<file path="config.mk">
export PLATFORM = sky130hd
export DESIGN_NAME = pmod_jstk_slave_flat
export DESIGN_NICKNAME = d
export VERILOG_FILES = /design/src/rtl/pmod_jstk_slave_pkg.sv /design/src/rtl/pmod_jstk_slave_if.sv /design/src/rtl/pmod_jstk_slave_spi_in_sync.sv /design/src/rtl/pmod_jstk_slave.sv /design/src/flat_wrapper.sv
export SDC_FILE = /design/constraint.sdc
export NUM_CORES = 1
export LEC_CHECK = 0
export BUFFER_PORTS_ARGS = -buffer_cell sky130_fd_sc_hd__buf_2
export CAP_MARGIN = 10
export CORE_UTILIZATION = 30
export CTS_CLUSTER_SIZE = 30
export DETAILED_ROUTE_END_ITERATION = 7
export PLACE_DENSITY_LB_ADDON = 0.12
export SYNTH_ARGS = -nofsm -noshare
export SYNTH_HDL_FRONTEND = slang
export SYNTH_HIERARCHICAL = 1
export SYNTH_SLANG_ARGS = --single-unit
</file>
<file path="constraint.sdc">
create_clock -name clk -period 3.1 [get_ports clk]
set_input_delay 0.62 -clock clk [delete_from_list [all_inputs] [get_ports clk]]
set_output_delay 0.62 -clock clk [all_outputs]
set_load 0.05 [all_outputs]
</file>
<file path="src/rtl/pmod_jstk_slave_pkg.sv">
// Shared constants, FSM state type and frame-packing helper for the PmodJSTK SPI slave.
// Pure declarations: no latency and no backpressure of its own.
package pmod_jstk_slave_pkg;

  localparam int FRAME_BITS   = 40;
  localparam int CMD_BITS     = 8;
  localparam int CMD_LED_FLAG = 7;
  localparam int POS_W        = 10;
  localparam int BTN_W        = 3;

  typedef enum logic [1:0] {
    ST_IDLE   = 2'd0,
    ST_ACTIVE = 2'd1,
    ST_DONE   = 2'd2
  } state_t;

  // Byte order on the wire: X low, X high, Y low, Y high, buttons.
  function automatic logic [FRAME_BITS-1:0] build_frame(
    input logic [POS_W-1:0] x,
    input logic [POS_W-1:0] y,
    input logic [BTN_W-1:0] b
  );
    return {x[7:0], 6'b0, x[9:8], y[7:0], 6'b0, y[9:8], 5'b0, b};
  endfunction

endpackage

</file>
<file path="src/rtl/pmod_jstk_slave_if.sv">
// SPI mode-0 pin bundle between a joystick master and the emulated device.
// Wires only: no latency and no flow control.
interface pmod_jstk_slave_if;
  logic cs;
  logic sclk;
  logic mosi;
  logic miso;

  modport master (output cs, output sclk, output mosi, input miso);
  modport slave  (input cs, input sclk, input mosi, output miso);
endinterface

</file>
<file path="src/rtl/pmod_jstk_slave_spi_in_sync.sv">
// Multi-flop synchronizer with registered-copy rise/fall pulse detection.
// Pulses appear SYNC_STAGES+1 clk after the pin edge; no backpressure.
module pmod_jstk_slave_spi_in_sync #(
  parameter int SYNC_STAGES = 2
) (
  input  logic clk,
  input  logic rst,
  input  logic din,
  output logic sync,
  output logic rise,
  output logic fall
);

  logic [SYNC_STAGES-1:0] chain;
  logic                   prev;

  always_ff @(posedge clk) begin
    if (rst) begin
      chain <= '0;
      prev  <= 1'b0;
    end else begin
      chain <= {chain[SYNC_STAGES-2:0], din};
      prev  <= chain[SYNC_STAGES-1];
    end
  end

  assign sync = chain[SYNC_STAGES-1];
  assign rise = sync & ~prev;
  assign fall = ~sync & prev;

endmodule

</file>
<file path="src/rtl/pmod_jstk_slave.sv">
// PmodJSTK device emulator: oversampled SPI mode-0 slave returning X/Y/buttons and taking the LED command.
// Reacts SYNC_STAGES+2 clk after each pin edge; no backpressure, the SPI master sets the pace.
module pmod_jstk_slave
  import pmod_jstk_slave_pkg::*;
#(
  parameter int SYNC_STAGES = 2,
  parameter int FRAME_BYTES = 5
) (
  input  logic                 clk,
  input  logic                 rst,
  pmod_jstk_slave_if.slave     spi,
  input  logic [POS_W-1:0]     x_pos,
  input  logic [POS_W-1:0]     y_pos,
  input  logic [BTN_W-1:0]     buttons,
  output logic [1:0]           led,
  output logic                 cmd_valid,
  output logic                 frame_done,
  output logic                 busy
);

  localparam logic [5:0] FRAME_LEN = 6'(FRAME_BYTES * 8);
  localparam logic [5:0] CMD_LEN   = 6'(CMD_BITS);

  logic cs_s, cs_rise, cs_fall;
  logic sclk_s, sclk_rise, sclk_fall;
  logic mosi_s, mosi_rise_unused, mosi_fall_unused;

  pmod_jstk_slave_spi_in_sync #(.SYNC_STAGES(SYNC_STAGES)) u_cs_sync (
    .clk(clk), .rst(rst), .din(spi.cs),
    .sync(cs_s), .rise(cs_rise), .fall(cs_fall)
  );

  pmod_jstk_slave_spi_in_sync #(.SYNC_STAGES(SYNC_STAGES)) u_sclk_sync (
    .clk(clk), .rst(rst), .din(spi.sclk),
    .sync(sclk_s), .rise(sclk_rise), .fall(sclk_fall)
  );

  pmod_jstk_slave_spi_in_sync #(.SYNC_STAGES(SYNC_STAGES)) u_mosi_sync (
    .clk(clk), .rst(rst), .din(spi.mosi),
    .sync(mosi_s), .rise(mosi_rise_unused), .fall(mosi_fall_unused)
  );

  state_t                  state, state_next;
  logic [FRAME_BITS-1:0]   tx_shift;
  logic [CMD_BITS-1:0]     rx_shift;
  logic [5:0]              bit_cnt;
  logic                    miso_q;

  logic                    snap, do_rx, do_tx, end_frame;
  logic [CMD_BITS-1:0]     rx_next;
  logic [5:0]              cnt_next;

  assign rx_next  = {rx_shift[CMD_BITS-2:0], mosi_s};
  assign cnt_next = bit_cnt + 6'd1;

  always_ff @(posedge clk) begin
    if (rst) state <= ST_IDLE;
    else     state <= state_next;
  end

  // cs release takes priority over any coincident sclk edge.
  always_comb begin
    state_next = state;
    snap       = 1'b0;
    do_rx      = 1'b0;
    do_tx      = 1'b0;
    end_frame  = 1'b0;
    case (state)
      ST_IDLE: begin
        if (cs_fall) begin
          snap       = 1'b1;
          state_next = ST_ACTIVE;
        end
      end
      ST_ACTIVE: begin
        if (cs_rise) begin
          end_frame  = 1'b1;
          state_next = (bit_cnt == FRAME_LEN) ? ST_DONE : ST_IDLE;
        end else begin
          do_rx = sclk_rise && (bit_cnt < FRAME_LEN);
          do_tx = sclk_fall;
        end
      end
      ST_DONE:  state_next = ST_IDLE;
      default:  state_next = ST_IDLE;
    endcase
  end

  always_ff @(posedge clk) begin
    if (rst) begin
      tx_shift  <= '0;
      rx_shift  <= '0;
      bit_cnt   <= '0;
      miso_q    <= 1'b0;
      led       <= 2'b00;
      cmd_valid <= 1'b0;
    end else begin
      cmd_valid <= 1'b0;
      if (snap) begin
        tx_shift <= build_frame(x_pos, y_pos, buttons);
        miso_q   <= build_frame(x_pos, y_pos, buttons)[FRAME_BITS-1];
        rx_shift <= '0;
        bit_cnt  <= '0;
      end
      if (end_frame) miso_q <= 1'b0;
      if (do_rx) begin
        rx_shift <= rx_next;
        bit_cnt  <= cnt_next;
        if (cnt_next == CMD_LEN) begin
          cmd_valid <= 1'b1;
          if (rx_next[CMD_LED_FLAG]) led <= rx_next[1:0];
        end
      end
      // Zeros shift in behind the payload, so miso idles low past the last bit.
      if (do_tx) begin
        tx_shift <= {tx_shift[FRAME_BITS-2:0], 1'b0};
        miso_q   <= tx_shift[FRAME_BITS-2];
      end
    end
  end

  assign spi.miso   = miso_q;
  assign busy       = (state == ST_ACTIVE);
  assign frame_done = (state == ST_DONE);

endmodule

</file>
<file path="src/flat_wrapper.sv">
// flat-port wrapper written by rule: the top's interface ports become plain ports
module pmod_jstk_slave_flat import pmod_jstk_slave_pkg::*;
#(
  parameter int SYNC_STAGES = 2,
  parameter int FRAME_BYTES = 5
)
  (clk, rst, x_pos, y_pos, buttons, led, cmd_valid, frame_done, busy, spi_cs, spi_sclk, spi_mosi, spi_miso);
  pmod_jstk_slave_if spi_i ();
  input  logic clk;
  input  logic rst;
  input  logic [POS_W-1:0] x_pos;
  input  logic [POS_W-1:0] y_pos;
  input  logic [BTN_W-1:0] buttons;
  output logic [1:0] led;
  output logic cmd_valid;
  output logic frame_done;
  output logic busy;
  input wire logic [$bits(spi_i.cs)-1:0] spi_cs;
  input wire logic [$bits(spi_i.sclk)-1:0] spi_sclk;
  input wire logic [$bits(spi_i.mosi)-1:0] spi_mosi;
  output wire logic [$bits(spi_i.miso)-1:0] spi_miso;
  assign spi_i.cs = spi_cs;
  assign spi_i.sclk = spi_sclk;
  assign spi_i.mosi = spi_mosi;
  assign spi_miso = spi_i.miso;
  pmod_jstk_slave #(.SYNC_STAGES(SYNC_STAGES), .FRAME_BYTES(FRAME_BYTES)) u_core (.clk(clk), .rst(rst), .spi(spi_i), .x_pos(x_pos), .y_pos(y_pos), .buttons(buttons), .led(led), .cmd_valid(cmd_valid), .frame_done(frame_done), .busy(busy));
endmodule
</file>
# Word level (Yosys, flattened, before mapping)

Index checks and enable logic that the tools add are counted.

Input bits: 28
ROM bits: 0
Latch bits: 0
Bits in writable memories: 0
Output and inout bits: 6
Memories kept: 0
Word-level logic and storage cells: 61
Bits in registers: 66

Add/subtract/negate cells: 1
Multiplexer cells: 22
Eq/ne operators: 6
Magnitude comparators: 1
Reductions and logical operators: 9
$mul: 0
Divide/modulo/power cells: 0
Bitwise gates (word level): 9
Shift-type cells: 0

Operators by type and width:

| cell                                                  | count |
|---|---|
| 2-to-1 mux 39 bit                                     | 2 |
| 2-to-1 mux 7 bit                                      | 2 |
| 2-to-1 mux 1 bit                                      | 12 |
| 2-to-1 mux 6 bit                                      | 2 |
| adder 6 x 1 -> 6 bit, second input constant           | 1 |
| equality test 6 x 4 -> 1 bit, second input constant   | 1 |
| equality test 6 bit, second input constant            | 1 |
| less-than comparator 6 bit, second input constant     | 1 |
| 2-to-1 mux 2 bit                                      | 3 |
| inverter 1 bit                                        | 5 |
| bitwise AND 1 bit                                     | 4 |
| inequality test 2 x 1 -> 1 bit, second input constant | 2 |
| one-hot mux 2 bit (2 select lines)                    | 1 |
| nonzero test 2 bit                                    | 2 |
| OR reduction 2 bit                                    | 2 |
| AND reduction 3 bit                                   | 1 |
| nonzero test 3 bit                                    | 1 |
| equality test 2 x 1 -> 1 bit, second input constant   | 1 |
| equality test 2 bit, second input constant            | 1 |
| zero test 2 bit                                       | 1 |
| AND reduction 2 bit                                   | 1 |
| logical AND 1 bit                                     | 1 |

# Longest topological paths before layout

Gate-level depths: netlist of the first run.

Word-level depth: 7
Mapped depth: 7
Mapped depth without buffers: 5

# Cells and area by module

The synthesis of the first run kept the hierarchy.

By module, submodules not included:

| module                      | cells an instance | area each (um^2) | instances | sequential area each (um^2) |
|---|---|---|---|---|
| pmod_jstk_slave             | 288               | 2,483.6          | 1         | 1,161.1 |
| pmod_jstk_slave_spi_in_sync | 8                 | 91.3             | 3         | 60.1 |

# Least setup slack after synthesis of the first run

Ideal clock, no wire load.

Path kind: flip-flop to output port
Start point: reg u_core.state[1]
End point: out frame_done
Slack: 1,325 ps
Data arrival time: 1,155 ps
Data required time: 2,480 ps
Stages on the path, launching flop included: 3
Path through: dfxtp_1 > buf_6 > nor2b_1

Word-level cells in the longest chain between the ends: 1

Ends and longest elaborated chain:

| element                  | RTL line               | source |
|---|---|---|
| start: declaration       | pmod_jstk_slave.sv:43  | `state_t state, state_next;` |
| start signal: assignment | pmod_jstk_slave.sv:58  | `else state <= state_next;` |
| equality test 2 bit      | pmod_jstk_slave.sv:124 | `assign frame_done = (state == ST_DONE);` |
| end: declaration         | flat_wrapper.sv:16     | `output logic frame_done;` |

Every way passes these cells.

# Worst setup path after layout of the first run

Start point: reg u_core.state[0]
End point: reg u_core.miso_q, in the netlist u_core/spi.miso

Word-level cells in the longest chain between the ends: 4
Elaborated cells between the ends (all ways): 8

Ends and longest elaborated chain:

| element                      | RTL line               | source |
|---|---|---|
| equality test 2 x 1 -> 1 bit | pmod_jstk_slave.sv:68  | `case (state)` |
| 2-to-1 mux 1 bit             | pmod_jstk_slave.sv:68  |  |
| 2-to-1 mux 1 bit             | pmod_jstk_slave.sv:105 | `if (end_frame) miso_q <= 1'b0;` |
| 2-to-1 mux 1 bit             | pmod_jstk_slave.sv:115 | `if (do_tx) begin` |
| end signal: assignment       | pmod_jstk_slave.sv:101 | `miso_q <= build_frame(x_pos, y_pos, buttons)[FRAME_BITS-1];` |
| end signal: assignment       | pmod_jstk_slave.sv:117 | `miso_q <= tx_shift[FRAME_BITS-2];` |
| end: declaration             | pmod_jstk_slave.sv:47  | `logic miso_q;` |

Several ways; a longest one is shown, not always the timed one.
A chain may end at the register's enable or synchronous reset.

==> impl_results.md, run 1 <==
* Int Power at 1.27 mW
* Status: complete, no violations
* Row cnt at 34
* Layout cell share with drive strength beyond 1 at 0.180
* Placement Cell Area at between 2000 and 3000 um2
* WL met2 at 2500 um
* Initial antenna violation count at 0
* Uppermost routed layer: met4
* Wire length per cell at ~13 um
* Clk sinks at 66
* Nature of the critical path startpoint: flip-flop
* Arrival time of the worst setup path at 2.30 ns
* CTS root buffer: clkbuf_8
* Final nets at between 300 and 400
* Worst Tran Pin Value at a little under 0.8 ns
* Critical Path RT at 3.29 ns
* Met1 wire length at 3210 um
* Drt total wl at 5960 um
* GPL Wtd Cong at 0.714
* Die Area at about 9400 um2
* Number of diodes at 0
* Chip height at 97.2 um
* CTS H-Tree Depth at 3
* Total core area at 8760 um2
* YS warnings at 6
* Fin crit share at 0.681
* Setup-failing EPs final at 0
* Vias in the first global route at 2052
* Post-CTS Hold Fix Bufs at 0
* Starting density of the core at 0.310
* Port bufs at 33
* Sw Share at 0.238
* Top-level I/O count at 34
* Setup Fix Bufs, Post-CTS at 0
* Final HPWL DP at 3800 um
* Gr ovfl total at 0
* Worst hold slack at 0.440 ns
* Clock share of power at 0.435
* Hold Crit Class: flip-flop to flip-flop
* CTS tree: built
* Syn Area/Cell at 8.83 um2
* CTS clk-pin slew, worst paths at 0.07 ns
* DR vias at 2175
* Area growth syn-to-layout at 14.6%
* Die W at 97.2 um
* Element type at the critical path end: flip-flop
* R2r setup slk at 0.99 ns
* Fill cells at between 900 and 1000
* Worst-skew pair later-pin latency at 0.34 ns
* Initial DRC Count at 127
* Syn_nets at 338
* Clock skew at 0.00819 ns
* Gate power share at 0.044
* Finished Cell Area at 3120 um2
* Slew Viols, Final at 0
* CTS buffer count at 9
* Total of max-cap violations at 0
* Fin Setup TNS at 0 ns
* Switching pwr at between 0.3 and 0.4 mW
* CP Max Fanout at 43
* Total Routing Usage GR at 0.132
* Global-route wire length before repair at 9970 um
* Critical path type: flip-flop to flip-flop
* RSZ-0062 raised after global routing: no
* Leakage power at 1.12 nW
* Cells after synthesis at 308
* First drt pass iteration count at 4
* WL met3 at 172 um
* Power Dens Cells at around 530 nW/um2
* Fin util at 0.356
* Post-CTS Resized at 0
* Tot Pwr at between 1.5 and 2 mW
* Sequential share of power at 0.521
* Routed Antenna Nets at 0
* Fmax at 474 MHz
* Peak VDD IR at about 0.18 mV
* Cell area after synthesis at 2720 um2
* Post-DR vias/cell at 4.88
* Fin crit period at 2.11 ns
* Drt drc at 0
* Relative slew slack at 0.476
* Final hold vios at 0
* Largest net degree at the start of global routing at 44
* Clk buf depth at 2
final cells by class:
cell class                      instances  area (um2)  area share
Sequential cell                        66        1320       0.424
Multi-Input combinational cell        216        1240       0.399
Timing Repair Buffer                   36         200      0.0643
Tap cell                              108         135      0.0434
Clock buffer                            9         124      0.0398
Clock inverter                          7        77.6      0.0249
Inverter                                4        15.0     0.00482
state kept, by name, summed over array words and instances, names as in the netlist, 2 cells and up:
| signal | cells |
|---|---|
| u_core/tx_shift | 39 |
| u_core/rx_shift | 7 |
| u_core/bit_cnt | 6 |
| u_core/led | 2 |
| u_core/state | 2 |
| u_core/u_cs_sync/chain | 2 |
| u_core/u_mosi_sync/chain | 2 |
| u_core/u_sclk_sync/chain | 2 |
worst max-delay path, cell delays in order (launching register included):
cell and delay (ns):
dfxtp_1 0.56, nor2b_4 0.27, nand3_2 0.62, o22ai_1 0.41, a2111oi_0 0.10
power by group through the flow:
stage	sequential, mW	clock [mW]	combinational (mW)
floorplan	0.886	0	0.0426
global route	0.868	0.794	0.0820
CTS	0.866	0.757	0.0749
detailed placement	0.886	0	0.0747
global placement	0.886	0	0.0747
finish	0.867	0.723	0.0731
through the flow:
step                      instances  worst slack [ns]
after floorplan                 308              1.32
after global placement          430              1.04
after detailed placement        430             0.996
after CTS                       446             0.978
after global routing            446             0.756
final                           446             0.989
per-layer routing:
| metal | track usage | up-vias |
|---|---|---|
| met3 | 0.0273 | 6 |
| met4 | 0.0689 | 0 |
| li1 | - | 1135 |
| met2 | 0.192 | 27 |
| met1 | 0.182 | 1007 |
| met5 | 0 | - |
cells in the final DEF (no fill, tap or decap), drive strengths merged:
master and n:
nand2 57, nor4b 1, ha 2, o21ai 3
nand2b 1, bufinv 1, nor3b 1, o22ai 1
buf 36, clkinv 3, clkbuf 9, inv 6
nor3 1, nand3b 4, and4bb 2, nand3 14
a311oi 22, and3 1, a22oi 17, a21oi 13
nor2 46, or4 2, mux2i 2, clkinvlp 1
a31oi 2, nor4 1, a211oi 1, nor2b 14
nand4bb 2, and2 2, o31ai 1, or3 2
a2111oi 1, dfxtp 66
path summary, 6_finish.rpt:
path                              from                   endpoint  depth (start not counted)
max reg2reg            u_core/state[0]            u_core/spi.miso                          4
min          u_core/u_cs_sync/chain[0]  u_core/u_cs_sync/chain[1]                          1
max                    u_core/state[0]            u_core/spi.miso                          4
min reg2reg  u_core/u_cs_sync/chain[0]  u_core/u_cs_sync/chain[1]                          1
Power figures use the tool's default switching activity.
==> run 2, diff against run 1 <==
--- a/config.mk
+++ b/config.mk
@@ -5,6 +5,7 @@
 export SDC_FILE = /design/constraint.sdc
 export NUM_CORES = 1
 export LEC_CHECK = 0
+export ABC_AREA = 1
 export BUFFER_PORTS_ARGS = -buffer_cell sky130_fd_sc_hd__buf_2
 export CAP_MARGIN = 10
 export CORE_UTILIZATION = 30
==> constraint.sdc (replaced) <==
create_clock -name clk -period 1.9 [get_ports clk]
set_input_delay 0.38 -clock clk [delete_from_list [all_inputs] [get_ports clk]]
set_output_delay 0.38 -clock clk [all_outputs]
set_load 0.05 [all_outputs]
==> impl_results.md, run 2 <==
* Status: complete, no violations
* R2R cell count at 7
* CTS root buffer: clkbuf_8
* Drt drc at 0
* Met1 wire length at 2830 um
* Relative slew slack at 0.654
* Hold-critical path depth at 3
* Peak VDD IR at approximately 0.38 mV
* Final nets at a little over 400
* Post-DR vias/cell at 4.76
* Setup Fix Bufs, Post-CTS at 0
* Max reg flops at 39
* Gr ovfl total at 0
* Uppermost routed layer: met4
* Wire length per cell at ~12 um
* FF-to-FF End: u_core/tx_shift[30]
* Element type at the critical path end: flip-flop
* R2r setup slk at between 0.3 and 0.4 ns
* Routed Antenna Nets at 0
* CTS H-Tree Depth at 3
* Chip height at 95.9 um
* Footprint of the multi-input gates at about 1100 um2
* WL met2 at 2580 um
* Initial DRC Count at 97
* Final HPWL DP at 3550 um
* Power Dens Cells at 888 nW/um2
* Clock skew at 0.0137 ns
* Placed cells at 472
* Sw Share at 0.224
* CTS tree: built
* CTS clk-pin slew, worst paths at 0.07 ns
* Vias in the first global route at 2150
* Reg-to-reg startpoint: u_core/u_cs_sync/chain[1]
* Worst Tran Pin Value at 0.518 ns
* Nature of the critical path startpoint: flip-flop
* Gate power share at 0.045
* CTS buffer count at 9
* Post-CTS Hold Fix Bufs at 0
* Syn_nets at 379
* Leakage power at ~1.2 nW
* Drt total wl at roughly 5700 um
* Arrival time of the worst setup path at 1.86 ns
* Layout cell share with drive strength beyond 1 at 0.167
* Area growth syn-to-layout at 16.3%
* Total core area at 8380 um2
* WL met3 at 223 um
* Port bufs at 33
* RSZ-0062 raised after global routing: no
* Number of diodes at 0
* Final hold vios at 0
* Cells after synthesis at 349
* Register area at 1320 um2
* Hold Crit Start: spi_cs
* Fmax at between 600 and 700 MHz
* Total Routing Usage GR at 0.138
* Worst-skew pair later-pin latency at ~0.34 ns
* CP Max Fanout at between 50 and 60
* Post-CTS Resized at 0
* Sequential share of power at 0.517
* Critical path type: flip-flop to flip-flop
* Clock share of power at 0.439
* Fin crit period at 1.60 ns
* Int Power at about 2.1 mW
* Switching pwr at 0.612 mW
* Syn Area/Cell at around 7.6 um2
* Clk buf depth at 2
* Finished Layout Cells at 488
* Most frequent cells in the layout: 92 x nand2_1, 66 x dfxtp_1, 33 x buf_2, 32 x a21oi_1, 29 x o21ai_0
* Initial antenna violation count at 0
* First drt pass iteration count at 4
* Row cnt at 33
* Top-level I/O count at 34
* Global-route wire length before repair at just under 10000 um
* Fin Setup TNS at 0 ns
* DR vias at 2325
* Slew Viols, Final at 0
* Die Area at 9190 um2
* Starting density of the core at 0.315
* Total of max-cap violations at 0
* Die W at 95.9 um
* Critical Path RT at 2.16 ns
* GPL Wtd Cong at about 0.76
* Fin crit share at 0.841
* Largest net degree at the start of global routing at 55
* Cell area after synthesis at approximately 2600 um2
* Fill cells at approximately 910
* Biggest regs: u_core/tx_shift x39, u_core/rx_shift x7, u_core/bit_cnt x6
* Largest register by flop count: u_core/tx_shift
* Clk sinks at 66
* WHS Endpoint: u_core/u_cs_sync/chain[0]
* Most common cell after layout, fill and taps aside: nand2_1
* Setup-failing EPs final at 0
* Hold Crit Class: primary input to flip-flop
* YS warnings at 6
[run 2: changes by cell type in the layout (fill, tap and decap cells not counted), sizes merged, moves of 3 or more]
| cell | delta |
|---|---|
| a21oi | +19 |
| a22oi | -17 |
| a311oi | -22 |
| a31oi | +19 |
| buf | +3 |
| inv | +19 |
| nand2 | +38 |
| nand3 | +11 |
| nand3b | -4 |
| nor2 | -22 |
| nor2b | -14 |
| nor3 | +4 |
| o21ai | +26 |
[run 2: how the worst max path moves through the flow]
stage                         startpoint                  end  slack [ns]  cells after the start
2_1_floorplan            u_core/state[1]           frame_done        0.49                      2
3_3_place_gp   u_core/u_cs_sync/chain[1]  u_core/tx_shift[26]        0.35                      7
3_5_place_dp   u_core/u_cs_sync/chain[1]  u_core/tx_shift[31]        0.33                      7
4_1_cts        u_core/u_cs_sync/chain[1]  u_core/tx_shift[30]        0.30                      7
5_1_grt        u_core/u_cs_sync/chain[1]  u_core/tx_shift[36]         0.1                      7
6_report       u_core/u_cs_sync/chain[1]  u_core/tx_shift[30]        0.30                      7
[run 2: worst max-delay path: stages, from the launching register on]
cell and delay (ns):
dfxtp_1 0.33, inv_1 0.05, nor2_1 0.21, nor2_4 0.09
nand2_4 0.40, buf_4 0.24, nand3_1 0.07, a21oi_1 0.13
[run 2: cell type report]
class | instances | share of cell area
clock buffer | 11 | 0.0492
tap | 105 | 0.0427
inverter | 25 | 0.0313
clock inverter | 5 | 0.0171
multi-input combinational | 237 | 0.362
sequential | 66 | 0.430
timing repair buffer | 39 | 0.0683
[run 2: through the flow]
step                hold WS [ns]   util  cell area, um2  total power [mW]  worst slack (ns)
global route               0.227  0.367            3080              2.86            0.0999
CTS                        0.226  0.367            3080              2.80             0.304
finish                     0.247  0.367            3080              2.73             0.302
global placement           0.400  0.343            2870              1.57             0.347
detailed placement         0.398  0.343            2870              1.57             0.325
floorplan                  0.388      -            2640              1.52             0.489
[run 2: power groups by stage]
| stage | sequential, mW | clock, mW | combinational, mW |
|---|---|---|---|
| after floorplan | 1.44 | 0 | 0.0720 |
| after global placement | 1.44 | 0 | 0.123 |
| after detailed placement | 1.44 | 0 | 0.124 |
| after CTS | 1.41 | 1.26 | 0.124 |
| after global routing | 1.41 | 1.30 | 0.138 |
| final | 1.41 | 1.20 | 0.122 |
[run 2: per-layer routing]
metal / up-vias / track usage
li1: 1210 / -
met1: 1063 / 0.165
met2: 48 / 0.230
met3: 4 / 0.0474
met4: 0 / 0.0448
met5: - / 0
